--- src/rtl/flash_sr_responder_if.sv ---
// SPI pin bundle between a flash-lock initiator (master) and the status-register responder (slave).
interface flash_sr_responder_if;
    logic spi_clk;
    logic spi_mosi;
    logic spi_cs_n;
    logic spi_miso;
    logic spi_miso_oe;

    modport master (
        output spi_clk,
        output spi_mosi,
        output spi_cs_n,
        input  spi_miso,
        input  spi_miso_oe
    );

    modport slave (
        input  spi_clk,
        input  spi_mosi,
        input  spi_cs_n,
        output spi_miso,
        output spi_miso_oe
    );
endinterface

--- src/rtl/flash_sr_responder.sv ---
// SPI mode-0 responder emulating a NOR flash status register (WREN/WRDI/RDSR/WRSR), oversampled on clk.
// Define FLASH_SR_RESP_SR2_EN to add SR2 storage, RDSR2 (0x35), WRSR2 (0x31) and 2-byte WRSR.
module flash_sr_responder #(
    parameter logic [7:0] SR1_INIT    = 8'h00,
    parameter logic [7:0] SR2_INIT    = 8'h00,
    parameter int         BUSY_CYCLES = 1024
) (
    input  logic                       clk,
    input  logic                       rst,
    flash_sr_responder_if.slave        spi,
    output logic [7:0]                 sr1,
    output logic [7:0]                 sr2,
    output logic                       sr_wr_stb,
    output logic                       busy
);

    localparam int CNT_W = (BUSY_CYCLES > 1) ? $clog2(BUSY_CYCLES) : 1;

    localparam logic [7:0] OP_WRSR = 8'h01;
    localparam logic [7:0] OP_WRDI = 8'h04;
    localparam logic [7:0] OP_RDSR = 8'h05;
    localparam logic [7:0] OP_WREN = 8'h06;
`ifdef FLASH_SR_RESP_SR2_EN
    localparam logic [7:0] OP_WRSR2 = 8'h31;
    localparam logic [7:0] OP_RDSR2 = 8'h35;
    localparam int         D1_LSB   = 0;
`else
    localparam int         D1_LSB   = 2;
`endif

    typedef enum logic [2:0] {IDLE, CMD, RD, WR, IGN} state_t;
    state_t state, state_next;

    logic [2:0]       sck_s, cs_s;
    logic [1:0]       mosi_s;
    logic             sck_rise, sck_fall, cs_rise, cs_fall, mosi_bit;
    logic [2:0]       bit_cnt;
    logic [1:0]       byte_cnt;
    logic [6:0]       rx_shift;
    logic [7:0]       byte_in, op, tx_shift, rd_live;
    logic             rd_fresh;
    logic [7:D1_LSB]  data1;
    logic [7:2]       sr1_hi;
    logic             wel, wip;
    logic [CNT_W-1:0] busy_cnt;
    logic             cmd_done, rd_start, frame_ok, wel_set, wel_clr, commit;
`ifdef FLASH_SR_RESP_SR2_EN
    logic [7:0]       data2, sr2_q, rd_op;
`endif

    // Chip-select stages reset low so a CS already low at reset release never looks like a fresh fall
    always_ff @(posedge clk) begin
        if (rst) begin
            sck_s  <= 3'b000;
            cs_s   <= 3'b000;
            mosi_s <= 2'b00;
        end else begin
            sck_s  <= {sck_s[1:0], spi.spi_clk};
            cs_s   <= {cs_s[1:0], spi.spi_cs_n};
            mosi_s <= {mosi_s[0], spi.spi_mosi};
        end
    end

    assign sck_rise = sck_s[1] & ~sck_s[2];
    assign sck_fall = ~sck_s[1] & sck_s[2];
    assign cs_rise  = cs_s[1] & ~cs_s[2];
    assign cs_fall  = ~cs_s[1] & cs_s[2];
    assign mosi_bit = mosi_s[1];
    assign byte_in  = {rx_shift, mosi_bit};

    always_ff @(posedge clk) begin
        if (rst) state <= IDLE;
        else     state <= state_next;
    end

    always_comb begin
        state_next = state;
        cmd_done   = (state == CMD) && sck_rise && (bit_cnt == 3'd7);
        frame_ok   = cs_rise && (bit_cnt == 3'd0);
        wel_set    = 1'b0;
        wel_clr    = 1'b0;
        commit     = 1'b0;
        if (cs_rise) begin
            state_next = IDLE;
        end else if (cs_fall) begin
            state_next = CMD;
        end else if (cmd_done) begin
            case (byte_in)
                OP_RDSR:  state_next = RD;
                OP_WRSR:  state_next = WR;
`ifdef FLASH_SR_RESP_SR2_EN
                OP_RDSR2: state_next = RD;
                OP_WRSR2: state_next = WR;
`endif
                default:  state_next = IGN;
            endcase
        end
        rd_start = cmd_done && (state_next == RD);
        // WREN/WRDI only count for a frame of exactly the opcode byte
        if (frame_ok && !wip) begin
            if (state == IGN && byte_cnt == 2'd0) begin
                wel_set = (op == OP_WREN);
                wel_clr = (op == OP_WRDI);
            end
            if (state == WR && byte_cnt != 2'd0 && wel) commit = 1'b1;
        end
    end

`ifdef FLASH_SR_RESP_SR2_EN
    always_comb begin
        rd_op   = (state == CMD) ? byte_in : op;
        rd_live = (rd_op == OP_RDSR2) ? sr2_q : sr1;
    end
`else
    assign rd_live = sr1;
`endif

    // First read byte is latched at decode and held through that byte's trailing SCK fall
    always_ff @(posedge clk) begin
        if (rst) begin
            bit_cnt  <= '0;
            byte_cnt <= '0;
            rx_shift <= '0;
            op       <= '0;
            data1    <= '0;
            tx_shift <= '0;
            rd_fresh <= 1'b0;
`ifdef FLASH_SR_RESP_SR2_EN
            data2    <= '0;
`endif
        end else if (cs_fall) begin
            bit_cnt  <= '0;
            byte_cnt <= '0;
            rd_fresh <= 1'b0;
        end else if (state != IDLE) begin
            if (sck_rise) begin
                bit_cnt  <= bit_cnt + 3'd1;
                rx_shift <= byte_in[6:0];
                if (cmd_done) op <= byte_in;
                if (state != CMD && bit_cnt == 3'd7) begin
                    if (byte_cnt != 2'd3) byte_cnt <= byte_cnt + 2'd1;
                    if (state == WR && byte_cnt == 2'd0) data1 <= byte_in[7:D1_LSB];
`ifdef FLASH_SR_RESP_SR2_EN
                    if (state == WR && byte_cnt == 2'd1) data2 <= byte_in;
`endif
                end
            end
            if (rd_start) begin
                tx_shift <= rd_live;
                rd_fresh <= 1'b1;
            end else if (state == RD && sck_fall) begin
                if (rd_fresh)             rd_fresh <= 1'b0;
                else if (bit_cnt == 3'd0) tx_shift <= rd_live;
                else                      tx_shift <= {tx_shift[6:0], 1'b0};
            end
        end
    end

    always_ff @(posedge clk) begin
        if (rst) begin
            sr1_hi    <= SR1_INIT[7:2];
            wel       <= 1'b0;
            wip       <= 1'b0;
            busy_cnt  <= '0;
            sr_wr_stb <= 1'b0;
        end else begin
            sr_wr_stb <= commit;
            if (commit) begin
                if (op == OP_WRSR) sr1_hi <= data1[7:2];
                wel      <= 1'b0;
                wip      <= 1'b1;
                busy_cnt <= CNT_W'(BUSY_CYCLES - 1);
            end else begin
                if (wel_set)      wel <= 1'b1;
                else if (wel_clr) wel <= 1'b0;
                if (wip) begin
                    if (busy_cnt == '0) wip <= 1'b0;
                    else                busy_cnt <= busy_cnt - 1'b1;
                end
            end
        end
    end

`ifdef FLASH_SR_RESP_SR2_EN
    always_ff @(posedge clk) begin
        if (rst) begin
            sr2_q <= SR2_INIT;
        end else if (commit) begin
            if (op == OP_WRSR2)        sr2_q <= data1;
            else if (byte_cnt >= 2'd2) sr2_q <= data2;
        end
    end
    assign sr2 = sr2_q;
`else
    // SR2_INIT only matters in SR2 builds; masked to keep sr2 at zero here
    assign sr2 = SR2_INIT & 8'h00;
`endif

    assign sr1             = {sr1_hi, wel, wip};
    assign busy            = wip;
    assign spi.spi_miso    = (state == RD) ? tx_shift[7] : 1'b0;
    assign spi.spi_miso_oe = (state == RD);

endmodule

--- src/flat_wrapper.sv ---
// flat-port wrapper written by rule: the top's interface ports become plain ports
module flash_sr_responder_flat 
#(
    parameter logic [7:0] SR1_INIT    = 8'h00,
    parameter logic [7:0] SR2_INIT    = 8'h00,
    parameter int         BUSY_CYCLES = 1024
)
  (clk, rst, sr1, sr2, sr_wr_stb, busy, spi_spi_clk, spi_spi_mosi, spi_spi_cs_n, spi_spi_miso, spi_spi_miso_oe);
  flash_sr_responder_if spi_i ();
  input  logic clk;
  input  logic rst;
  output logic [7:0] sr1;
  output logic [7:0] sr2;
  output logic sr_wr_stb;
  output logic busy;
  input wire logic [$bits(spi_i.spi_clk)-1:0] spi_spi_clk;
  input wire logic [$bits(spi_i.spi_mosi)-1:0] spi_spi_mosi;
  input wire logic [$bits(spi_i.spi_cs_n)-1:0] spi_spi_cs_n;
  output wire logic [$bits(spi_i.spi_miso)-1:0] spi_spi_miso;
  output wire logic [$bits(spi_i.spi_miso_oe)-1:0] spi_spi_miso_oe;
  assign spi_i.spi_clk = spi_spi_clk;
  assign spi_i.spi_mosi = spi_spi_mosi;
  assign spi_i.spi_cs_n = spi_spi_cs_n;
  assign spi_spi_miso = spi_i.spi_miso;
  assign spi_spi_miso_oe = spi_i.spi_miso_oe;
  flash_sr_responder #(.SR1_INIT(SR1_INIT), .SR2_INIT(SR2_INIT), .BUSY_CYCLES(BUSY_CYCLES)) u_core (.clk(clk), .rst(rst), .spi(spi_i), .sr1(sr1), .sr2(sr2), .sr_wr_stb(sr_wr_stb), .busy(busy));
endmodule
--- config.mk ---
export PLATFORM = sky130hd
export DESIGN_NAME = flash_sr_responder_flat
export DESIGN_NICKNAME = d
export VERILOG_FILES = /design/src/rtl/flash_sr_responder_if.sv /design/src/rtl/flash_sr_responder.sv /design/src/flat_wrapper.sv
export SDC_FILE = /design/constraint.sdc
export NUM_CORES = 1
export LEC_CHECK = 0
export BUFFER_PORTS_ARGS = -buffer_cell sky130_fd_sc_hd__buf_2
export CAP_MARGIN = 30
export CORE_AREA = 4 4 61 90
export CTS_BUF_LIST = sky130_fd_sc_hd__clkbuf_8 sky130_fd_sc_hd__clkbuf_16
export DETAILED_ROUTE_END_ITERATION = 16
export DIE_AREA = 0 0 65 94
export GPL_TIMING_DRIVEN = 0
export PLACE_DENSITY = 0.83
export RECOVER_POWER = 50
export SYNTH_ARGS = -nofsm -noshare
export SYNTH_HDL_FRONTEND = slang
export SYNTH_SLANG_ARGS = --single-unit
--- constraint.sdc ---
create_clock -name clk -period 6.8 [get_ports clk]
set_input_delay 0.34 -clock clk [delete_from_list [all_inputs] [get_ports clk]]
set_output_delay 0.34 -clock clk [all_outputs]
set_load 0.02 [all_outputs]
==> metrics.txt, run 1 <==
outcome completed; initial antenna violation count 0; DR iter-0 viols 97; Finished Layout Cells 412; Setup-failing EPs final 0; Hold Startpoint spi_spi_cs_n; Max Freq 408.6 MHz; Slew @ Worst Pin 587.1 ps; max-slew violations 0; final hold vios 0; crit end category flip-flop; Clock Latency Late Sink 340 ps; gate count after technology mapping 308; leak pwr 1.282 nW; end of the worst register-to-register path u_core.data1[6]; Wirelength per Cell 13.19 um; DP Area 3068 um2; vias post-DR 2,181; Final min period 2448 ps; CP required 7020 ps; GRT Residual Overflow 0; Worst Setup Path Type flip-flop to flip-flop; DR DRC count 0; Total Power 0.7005 mW; # clock sinks 65; Mapped Area 2879 um2; maximum fanout along the worst path 10; Max Cap Viol 0; top post-synthesis cells by area dfxtp_1 45%, mux2i_1 10%, nor2_1 6.0%; VDD IR max 172.1 uV; first-pass GRT wire length 9466 um; worst clock skew 8.134 ps; CTS Buf Count 9; post-route ant nets 0; largest net degree at the start of global routing 11; Hold Crit Depth 2; Post-synth EDFFs 0; die area 6110 um2; utilization after layout 67.77%; Seq/Total Area, Yosys 45.20%; WP buf/inv 3; sequential cell area 1301 um2; Final Wtd Congestion 0.9015; Vias per Instance 5.294; P&R area growth vs syn 12.30%; cell taking the most area after synthesis dfxtp_1; Initial Utilization 60.35%; slowest cell delay on critical path 440 ps; Multi-input gate area 1431 um2; vias in the first global route 2,151; flip-flop and latch count after synthesis 65; Hold WC Path Type input port to flip-flop; layout cells sized above 1 13.01%; TritonCTS clock tree done; Inst Count DP 397; gr usage total 20.20%; die height 94 um; clock buffer depth 2; syn avg cell area 9.347 um2; Yosys top cell area share 45.20%; final worst-path cycle share 35.99%; startpoint types flip-flop; synth unique cells 44; Total Wirelength 5434 um; IO buf count 16; Die Wd 65 um; FF-to-FF Start u_core.state[0]; n_diodes 0; H-tree lvl count 3; Final Instance Area 3233 um2; async set-reset flop share out of synthesis 0%; drt pass-1 iters 4; prevailing post-synth register cell dfxtp_1; family with the most delay on the worst path buffers and inverters; Yosys Warn Count 0; Most common cell on crit path clkbuf_1; CORE AREA 4771 um2; num ports 25; Power Density 216.6 nW/um2; Fillers 402; worst reg2reg setup slack 4350 ps; worst path cell trace clkbuf_1 -> nor3_1 -> nor3b_1 -> clkbuf_1 -> and3_1 -> clkbuf_1 -> mux2i_1 -> nor2_1; nets 353; Post-CTS Setup Inserts 0; Post-CTS Resized 0; Worst Path Arrival 2670 ps; Rows 31; hold_buf cts 0; Hold Path End u_core.cs_s[0]; dpl hpwl 4092 um; clock tree root buffer cell clkbuf_8; Slowest cell on crit path clkbuf_1; setup tns final 0 ps; Clock transition at path regs 70 ps; RSZ-0062 raised after global routing no; FF-to-FF path depth 8; Rel. slew slack 60.50%
==> how the worst max path moves through the flow <==
stage	startpoint	end	slack (ps)	cells past startpoint
floorplan	u_core.bit_cnt[0]	u_core.tx_shift[6]	4560	9
global placement	u_core.bit_cnt[0]	u_core.tx_shift[7]	4370	9
detailed placement	u_core.bit_cnt[0]	u_core.tx_shift[7]	4340	9
CTS	u_core.bit_cnt[0]	u_core.tx_shift[7]	4330	9
global route	u_core.state[0]	u_core.data1[4]	4070	8
finish	u_core.state[0]	u_core.data1[6]	4350	8
==> cells by family (layout without fill, tap and decap cells) <==
group / after synthesis / after routing / share of synthesized area (%)
adder cells (fa/ha/maj): 6 / 6 / 2.607
multiplexers: 31 / 31 / 10.82
XOR/XNOR: 5 / 5 / 1.521
other: 1 / 8 / 0.1303
flip-flops: 65 / 65 / 45.20
buffers and inverters: 33 / 64 / 5.998
AND/OR/NAND/NOR: 120 / 120 / 21.25
AO/OA/AOI/OAI: 47 / 47 / 12.47
==> per-stage QoR <==
| stage | hold WS (ps) | setup WS (ps) |
|---|---|---|
| after detailed placement | 423.7 | 4342 |
| after global placement | 416.6 | 4374 |
| after CTS | 198.7 | 4329 |
| after global routing | 222.7 | 4068 |
| final | 210.9 | 4352 |
| after floorplan | 413.8 | 4561 |
==> layout make-up <==
cell class | instances | share of cell area (%)
inverter | 7 | 0.8127
sequential | 65 | 40.25
clock buffer | 12 | 5.108
clock inverter | 3 | 0.4644
tap | 66 | 2.554
buffer | 26 | 4.489
multi-input combinational | 217 | 44.27
timing repair buffer | 16 | 2.051
==> synth_stat cells, types with 6 or more instances <==
master    number
mux2i_1       30
clkbuf_1      10
buf_4         10
o21ai_0        8
dfxtp_1       65
a21oi_1       14
ha_1           6
a221oi_2       7
a21o_1         8
inv_1          7
nor2_1        46
nand2b_1       7
nor2b_1       10
nor3_1        16
nand2_1       12
==> per-layer routing <==
metal / GRT usage, % / part of all wire, %
met1: 21.70 / 42
met2: 36.21 / 52
met3: 4.072 / 3.1
met4: 11.11 / 2.4
met5: 0 / 0
==> power breakdown <==
group	total (mW)	switching [mW]	internal [mW]	leakage (nW)
sequential	0.384	0.000825	0.383	0.525
clock	0.294	0.136	0.158	0.0980
combinational	0.0230	0.0155	0.00758	0.660
==> cell usage in the layout, fill, tap and decap left out, types with 3 or more instances in the layout <==
| cell | instances |
|---|---|
| nand2b_1 | 7 |
| nor2b_1 | 10 |
| mux2i_1 | 30 |
| nor3_1 | 16 |
| or4_1 | 3 |
| clkbuf_8 | 12 |
| clkinv_2 | 3 |
| nor2_1 | 46 |
| ha_1 | 6 |
| nand3_1 | 3 |
| buf_2 | 7 |
| a221oi_2 | 7 |
| clkbuf_1 | 23 |
| a21oi_1 | 14 |
| nor3b_1 | 4 |
| dfxtp_1 | 65 |
| a211oi_1 | 4 |
| nand2_1 | 12 |
| a21o_1 | 8 |
| o21ai_0 | 8 |
| buf_4 | 9 |
| inv_1 | 7 |
| conb_1 | 8 |
| xnor2_1 | 4 |
| or3_1 | 3 |
==> worst reg2reg max path: stages (launching register included) <==
cell and delay, ps:
dfxtp_1 300, clkbuf_1 300, nor3_1 180, nor3b_1 210
clkbuf_1 440, and3_1 240, clkbuf_1 340, mux2i_1 260
nor2_1 50
==> flip-flops by register name (all words and copies together) (netlist names) <==
register	cells
u_core.busy_cnt	10
u_core.op	8
u_core.tx_shift	8
u_core.rx_shift	7
u_core.data1	6
u_core.sr1_hi	6
u_core.bit_cnt	3
u_core.cs_s	3
u_core.sck_s	3
u_core.state	3
u_core.byte_cnt	2
u_core.mosi_s	2
u_core.busy	1
u_core.rd_fresh	1
u_core.sr_wr_stb	1
u_core.wel	1
No activity file was read; power rests on OpenSTA's default activity.
==> run 2, diff against run 1 <==
--- a/config.mk
+++ b/config.mk
@@ -7,12 +7,12 @@
 export LEC_CHECK = 0
 export BUFFER_PORTS_ARGS = -buffer_cell sky130_fd_sc_hd__buf_2
 export CAP_MARGIN = 30
-export CORE_AREA = 4 4 61 90
+export CORE_AREA = 4 4 66 98
 export CTS_BUF_LIST = sky130_fd_sc_hd__clkbuf_8 sky130_fd_sc_hd__clkbuf_16
 export DETAILED_ROUTE_END_ITERATION = 16
-export DIE_AREA = 0 0 65 94
+export DIE_AREA = 0 0 70 102
 export GPL_TIMING_DRIVEN = 0
-export PLACE_DENSITY = 0.83
+export PLACE_DENSITY = 0.75
 export RECOVER_POWER = 50
 export SYNTH_ARGS = -nofsm -noshare
 export SYNTH_HDL_FRONTEND = slang
==> constraint.sdc (replaced) <==
create_clock -name clk -period 2.05 [get_ports clk]
set_input_delay 0.1025 -clock clk [delete_from_list [all_inputs] [get_ports clk]]
set_output_delay 0.1025 -clock clk [all_outputs]
set_load 0.02 [all_outputs]
==> metrics.txt, run 2 (same netlist as run 1, synthesis figures left out) <==
biggest regs u_core.busy_cnt x10, u_core.op x8, u_core.tx_shift x8; leak pwr 1.366 nW; Hold Startpoint rst; H-tree lvl count 3; dpl hpwl 4197 um; Vias per Instance 5.301; Setup-failing EPs final 8; layout cells sized above 1 20.40%; Fillers 490; max-slew violations 0; Rows 34; drt pass-1 iters 4; failing checks setup timing; initial antenna violation count 0; Total Wirelength 6004 um; Reg power frac 49.3%; maximum fanout along the worst path 8; P&R area growth vs syn 21.64%; FF-to-FF path depth 7; Comb power frac 3.3%; Clock transition at path regs 70 ps; FF-to-FF Start u_core.rx_shift[6]; first-pass GRT wire length 10,250 um; crit end category flip-flop; Worst Setup Path Type flip-flop to flip-flop; commonest non-fill, non-tap cell in the layout dfxtp_1; launch point of the critical path u_core.rx_shift[6]; n_diodes 0; clock share of power 47.4%; CP required 2320 ps; RSZ-0062 raised after global routing yes; TritonCTS clock tree done; nets 359; Net Sw Frac 20.63%; Hold WC Path Type input port to flip-flop; end of the worst register-to-register path u_core.tx_shift[0]; Worst Setup EP u_core.tx_shift[0]; Final Wtd Congestion 0.8001; startpoint types flip-flop; GRT Residual Overflow 0; Clock Latency Late Sink 340 ps; die area 7140 um2; setup tns final -531.7 ps; gr usage total 18.08%; Max Cap Viol 0; die height 102 um; worst clock skew 7.346 ps; Rel. slew slack 62.68%; max FFs per register 10; Pint 2.045 mW; Psw 0.5316 mW; # clock sinks 65; largest net degree at the start of global routing 12; DR iter-0 viols 95; vias in the first global route 2,270; vias post-DR 2,253; most frequent cells in the layout 60 x dfxtp_1, 46 x nor2_1, 30 x mux2i_1; num ports 25; sequential cell area 1310 um2; Wirelength per Cell 14.13 um; IO buf count 16; Worst Path Arrival 2410 ps; DR DRC count 0; Die Wd 70 um; Multi-input gate area 1553 um2; VDD IR max 429.4 uV; worst reg2reg setup slack -90 ps; hold slack 251.9 ps; CORE AREA 5700 um2; Most flops, register u_core.busy_cnt; Slew @ Worst Pin 555.5 ps; worst setup margin -88.94 ps; Power Density 735.6 nW/um2; outcome complete, but fails checks; CTS Buf Count 9; clock tree root buffer cell clkbuf_8; final worst-path cycle share 104.3%; final hold vios 0; Final min period 2139 ps; post-route ant nets 0; Initial Utilization 50.50%; Max Freq 467.5 MHz; clock buffer depth 2
==> run 2: cell types whose count changed in the layout (fill, tap and decap cells not counted), sizes merged <==
| cell | delta |
|---|---|
| buf | +9 |
| bufinv | +2 |
| clkbuf | -7 |
| clkinv | -1 |
| clkinvlp | +1 |
| dlygate4sd3 | +3 |
==> run 2: per-stage QoR <==
stage / util (%) / instance area, um2 / std cells / worst slack, ps / total power [mW]
floorplan: - / 2939 / 315 / -99.76 / 1.361
global placement: 54.54 / 3109 / 403 / -254.0 / 1.379
detailed placement: 54.54 / 3109 / 403 / -275.0 / 1.380
CTS: 60.76 / 3463 / 426 / -136.7 / 2.596
global route: 61.44 / 3502 / 425 / -171.4 / 2.666
finish: 61.44 / 3502 / 425 / -88.94 / 2.576
==> run 2: area by class of cell <==
class | instances | share of cell area, %
flip-flops and latches | 65 | 37.41
plain buffers | 22 | 3.751
well taps | 72 | 2.572
repair buffers | 26 | 4.645
clock inverters | 5 | 2.215
multi-input cells | 217 | 44.34
inverters | 7 | 0.7503
clock buffers | 11 | 4.323
==> run 2: power groups by stage <==
| stage | Clock [mW] | Combinational, mW | Sequential (mW) |
|---|---|---|---|
| floorplan | 0 | 0.0603 | 1.30 |
| global placement | 0 | 0.0775 | 1.30 |
| detailed placement | 0 | 0.0784 | 1.30 |
| CTS | 1.24 | 0.0844 | 1.27 |
| global route | 1.30 | 0.0936 | 1.27 |
| finish | 1.22 | 0.0853 | 1.27 |
==> run 2: routing by layer <==
| metal | global-route usage [%] | routed length (um) | part of all wire, % | up-vias |
|---|---|---|---|---|
| met3 | 4.724 | 208 | 3.5 | 13 |
| met1 | 19.77 | 2503 | 42 | 1057 |
| met2 | 32.34 | 3167 | 53 | 43 |
| met4 | 8.997 | 125 | 2.1 | 0 |
| li1 | - | - | - | 1140 |
| met5 | 0 | 0 | 0 | - |
==> run 2: what timing repair did <==
| action | in CTS | in global routing |
|---|---|---|
| endpoints found under the setup margin | 33 | 34 |
| resized for setup | 11 | 11 |
| hold buffers | 3 | 0 |
| hold endpoints to repair | 3 | 0 |
| buffers inserted | 7 | 0 |
| pin swaps | 5 | 2 |
==> run 2: how the worst min path moves through the flow <==
stage / endpoint / cells past startpoint
floorplan: u_core.cs_s[0] / 1
global placement: u_core.sck_s[0] / 2
detailed placement: u_core.sck_s[0] / 2
CTS: u_core.rd_fresh / 3
global route: u_core.rd_fresh / 3
finish: u_core.rd_fresh / 3
==> run 2: worst max-delay path, cell delays in order (launching register included) <==
cell and delay [ps]:
dfxtp_2 320, or4b_1 510, or4_4 500, buf_4 190
o21ai_4 160, buf_12 150, nand3_1 80, a21oi_1 160
==> run 3, diff against run 2 <==
--- a/config.mk
+++ b/config.mk
@@ -14,6 +14,8 @@
 export GPL_TIMING_DRIVEN = 0
 export PLACE_DENSITY = 0.75
 export RECOVER_POWER = 50
+export SLEW_MARGIN = 10
 export SYNTH_ARGS = -nofsm -noshare
 export SYNTH_HDL_FRONTEND = slang
 export SYNTH_SLANG_ARGS = --single-unit
+export TNS_END_PERCENT = 1
==> metrics.txt, run 3 (same netlist as run 1, synthesis figures left out) <==
FF-to-FF Start u_core.bit_cnt[0]; Slew @ Worst Pin 547.6 ps; GRT Residual Overflow 0; layout cells sized above 1 19.03%; IO buf count 16; Slowest cell on crit path or4_4; Clock transition at path regs 70 ps; biggest regs u_core.busy_cnt x10, u_core.op x8, u_core.tx_shift x8; RSZ-0062 raised after global routing yes; Final min period 2199 ps; VDD IR max 478.5 uV; die height 102 um; Power Density 702.9 nW/um2; post-route ant nets 0; vias post-DR 2,241; die area 7140 um2; Initial Utilization 50.50%; worst clock skew 9.323 ps; CP required 2250 ps; Post-Place Setup Slack -348.3 ps; worst setup margin -149.1 ps; end of the worst register-to-register path u_core.tx_shift[6]; drt pass-1 iters 4; # clock sinks 65; failing checks setup timing; Setup-failing EPs final 10; CTS Buf Count 9; max FFs per register 10; nets 359; num ports 25; clock buffer depth 2; max-slew violations 0; dpl hpwl 4209 um; CORE AREA 5700 um2; final worst-path cycle share 107.3%; Total Power 2.403 mW; slowest cell delay on critical path 550 ps; P&R area growth vs syn 18.77%; Die Wd 70 um; maximum fanout along the worst path 8; worst path cell trace ha_4 -> ha_4 -> nand4bb_4 -> or4_4 -> or2_1 -> buf_6 -> a221oi_4 -> nor3_1; utilization after layout 59.99%; final hold vios 0; clock tree root buffer cell clkbuf_8; Fillers 516; Rows 34; vias in the first global route 2,131; Clock Latency Late Sink 340 ps; startpoint types flip-flop; worst reg2reg setup slack -150 ps; gr usage total 17.42%; Finished Layout Cells 424; Rel. slew slack 63.21%; Max Cap Viol 0; DR DRC count 0; H-tree lvl count 3; most frequent cells in the layout 60 x dfxtp_1, 46 x nor2_1, 30 x mux2i_1; largest net degree at the start of global routing 11; commonest non-fill, non-tap cell in the layout dfxtp_1; leak pwr 1.331 nW; Wirelength per Cell 13.81 um; TritonCTS clock tree done; Inst Count DP 403; Final Wtd Congestion 0.8051; Most common cell on crit path ha_4; crit end category flip-flop; Vias per Instance 5.285; initial antenna violation count 0; Hold Startpoint rst; FF-to-FF path depth 8; first-pass GRT wire length 9798 um; n_diodes 0; outcome complete, but fails checks; DR iter-0 viols 88; Total Wirelength 5854 um; Hold Crit Depth 3; Hold Path End u_core.rd_fresh; Worst Setup Path Type flip-flop to flip-flop; Most flops, register u_core.busy_cnt; hold slack 274.2 ps; Hold WC Path Type input port to flip-flop; Worst Path Arrival 2400 ps; Max Freq 454.7 MHz
[run 3: cell count changes in the layout (fill, tap and decap cells not counted), moves of 2 or more]
cell	before	now
bufinv_16	2	0
clkbuf_8	11	14
buf_4	15	13
clkinv_2	2	0
clkbuf_2	0	2
[run 3: how the worst max path moves through the flow]
stage | startpoint | to | slack (ps)
floorplan | u_core.bit_cnt[0] | u_core.tx_shift[6] | -100
global placement | u_core.bit_cnt[0] | u_core.tx_shift[6] | -290
detailed placement | u_core.bit_cnt[0] | u_core.tx_shift[6] | -350
CTS | u_core.bit_cnt[0] | u_core.tx_shift[6] | -160
global route | u_core.state[1] | u_core.tx_shift[6] | -260
finish | u_core.bit_cnt[0] | u_core.tx_shift[6] | -150
[run 3: cell type report]
| type | count | area, um2 | area share [%] |
|---|---|---|---|
| timing repair buffer | 23 | 126.4 | 3.696 |
| clock inverter | 1 | 7.507 | 0.2195 |
| inverter | 7 | 26.28 | 0.7684 |
| sequential | 65 | 1310 | 38.31 |
| tap | 72 | 90.09 | 2.634 |
| buffer | 25 | 152.6 | 4.464 |
| clock buffer | 14 | 192.7 | 5.635 |
| multi-input combinational | 217 | 1514 | 44.27 |
[run 3: what timing repair did]
action / CTS / global route
hold endpoints to repair: 3 / 0
setup endpoints to repair: 32 / 34
hold buffers: 3 / 0
setup buffers: 4 / 0
pin swaps: 4 / 2
gates resized for setup: 12 / 10
[run 3: per-layer routing]
metal	vias to the layer above	part of all wire, %	global-route usage, %
met5	-	0	0
met4	0	1.9	9.440
met3	11	4.7	3.346
met2	52	53	32.05
met1	1049	40	18.73
li1	1129	-	-
[run 3: per-stage QoR]
step	area (um2)	setup TNS [ps]
2_1_floorplan	2939	-676.3
3_3_place_gp	3109	-4139
3_5_place_dp	3109	-5614
4_1_cts	3412	-1121
5_1_grt	3420	-3115
6_report	3420	-875.8
[run 3: power by group]
group | internal [mW] | switching (mW) | leakage [nW] | total (mW)
Combinational | 0.0296 | 0.0546 | 0.702 | 0.0842
Clock | 0.598 | 0.450 | 0.101 | 1.05
Sequential | 1.27 | 0.00291 | 0.528 | 1.27
Total | 1.90 | 0.507 | 1.33 | 2.40
[run 3: worst max-delay path, delay by kind of cell, from the launching register on]
kind | cells | cell delay (ps)
AO/OA/AOI/OAI | 1 | 260
adder cells (fa/ha/maj) | 2 | 290
buffers and inverters | 1 | 150
flip-flops | 1 | 370
AND/OR/NAND/NOR | 4 | 990
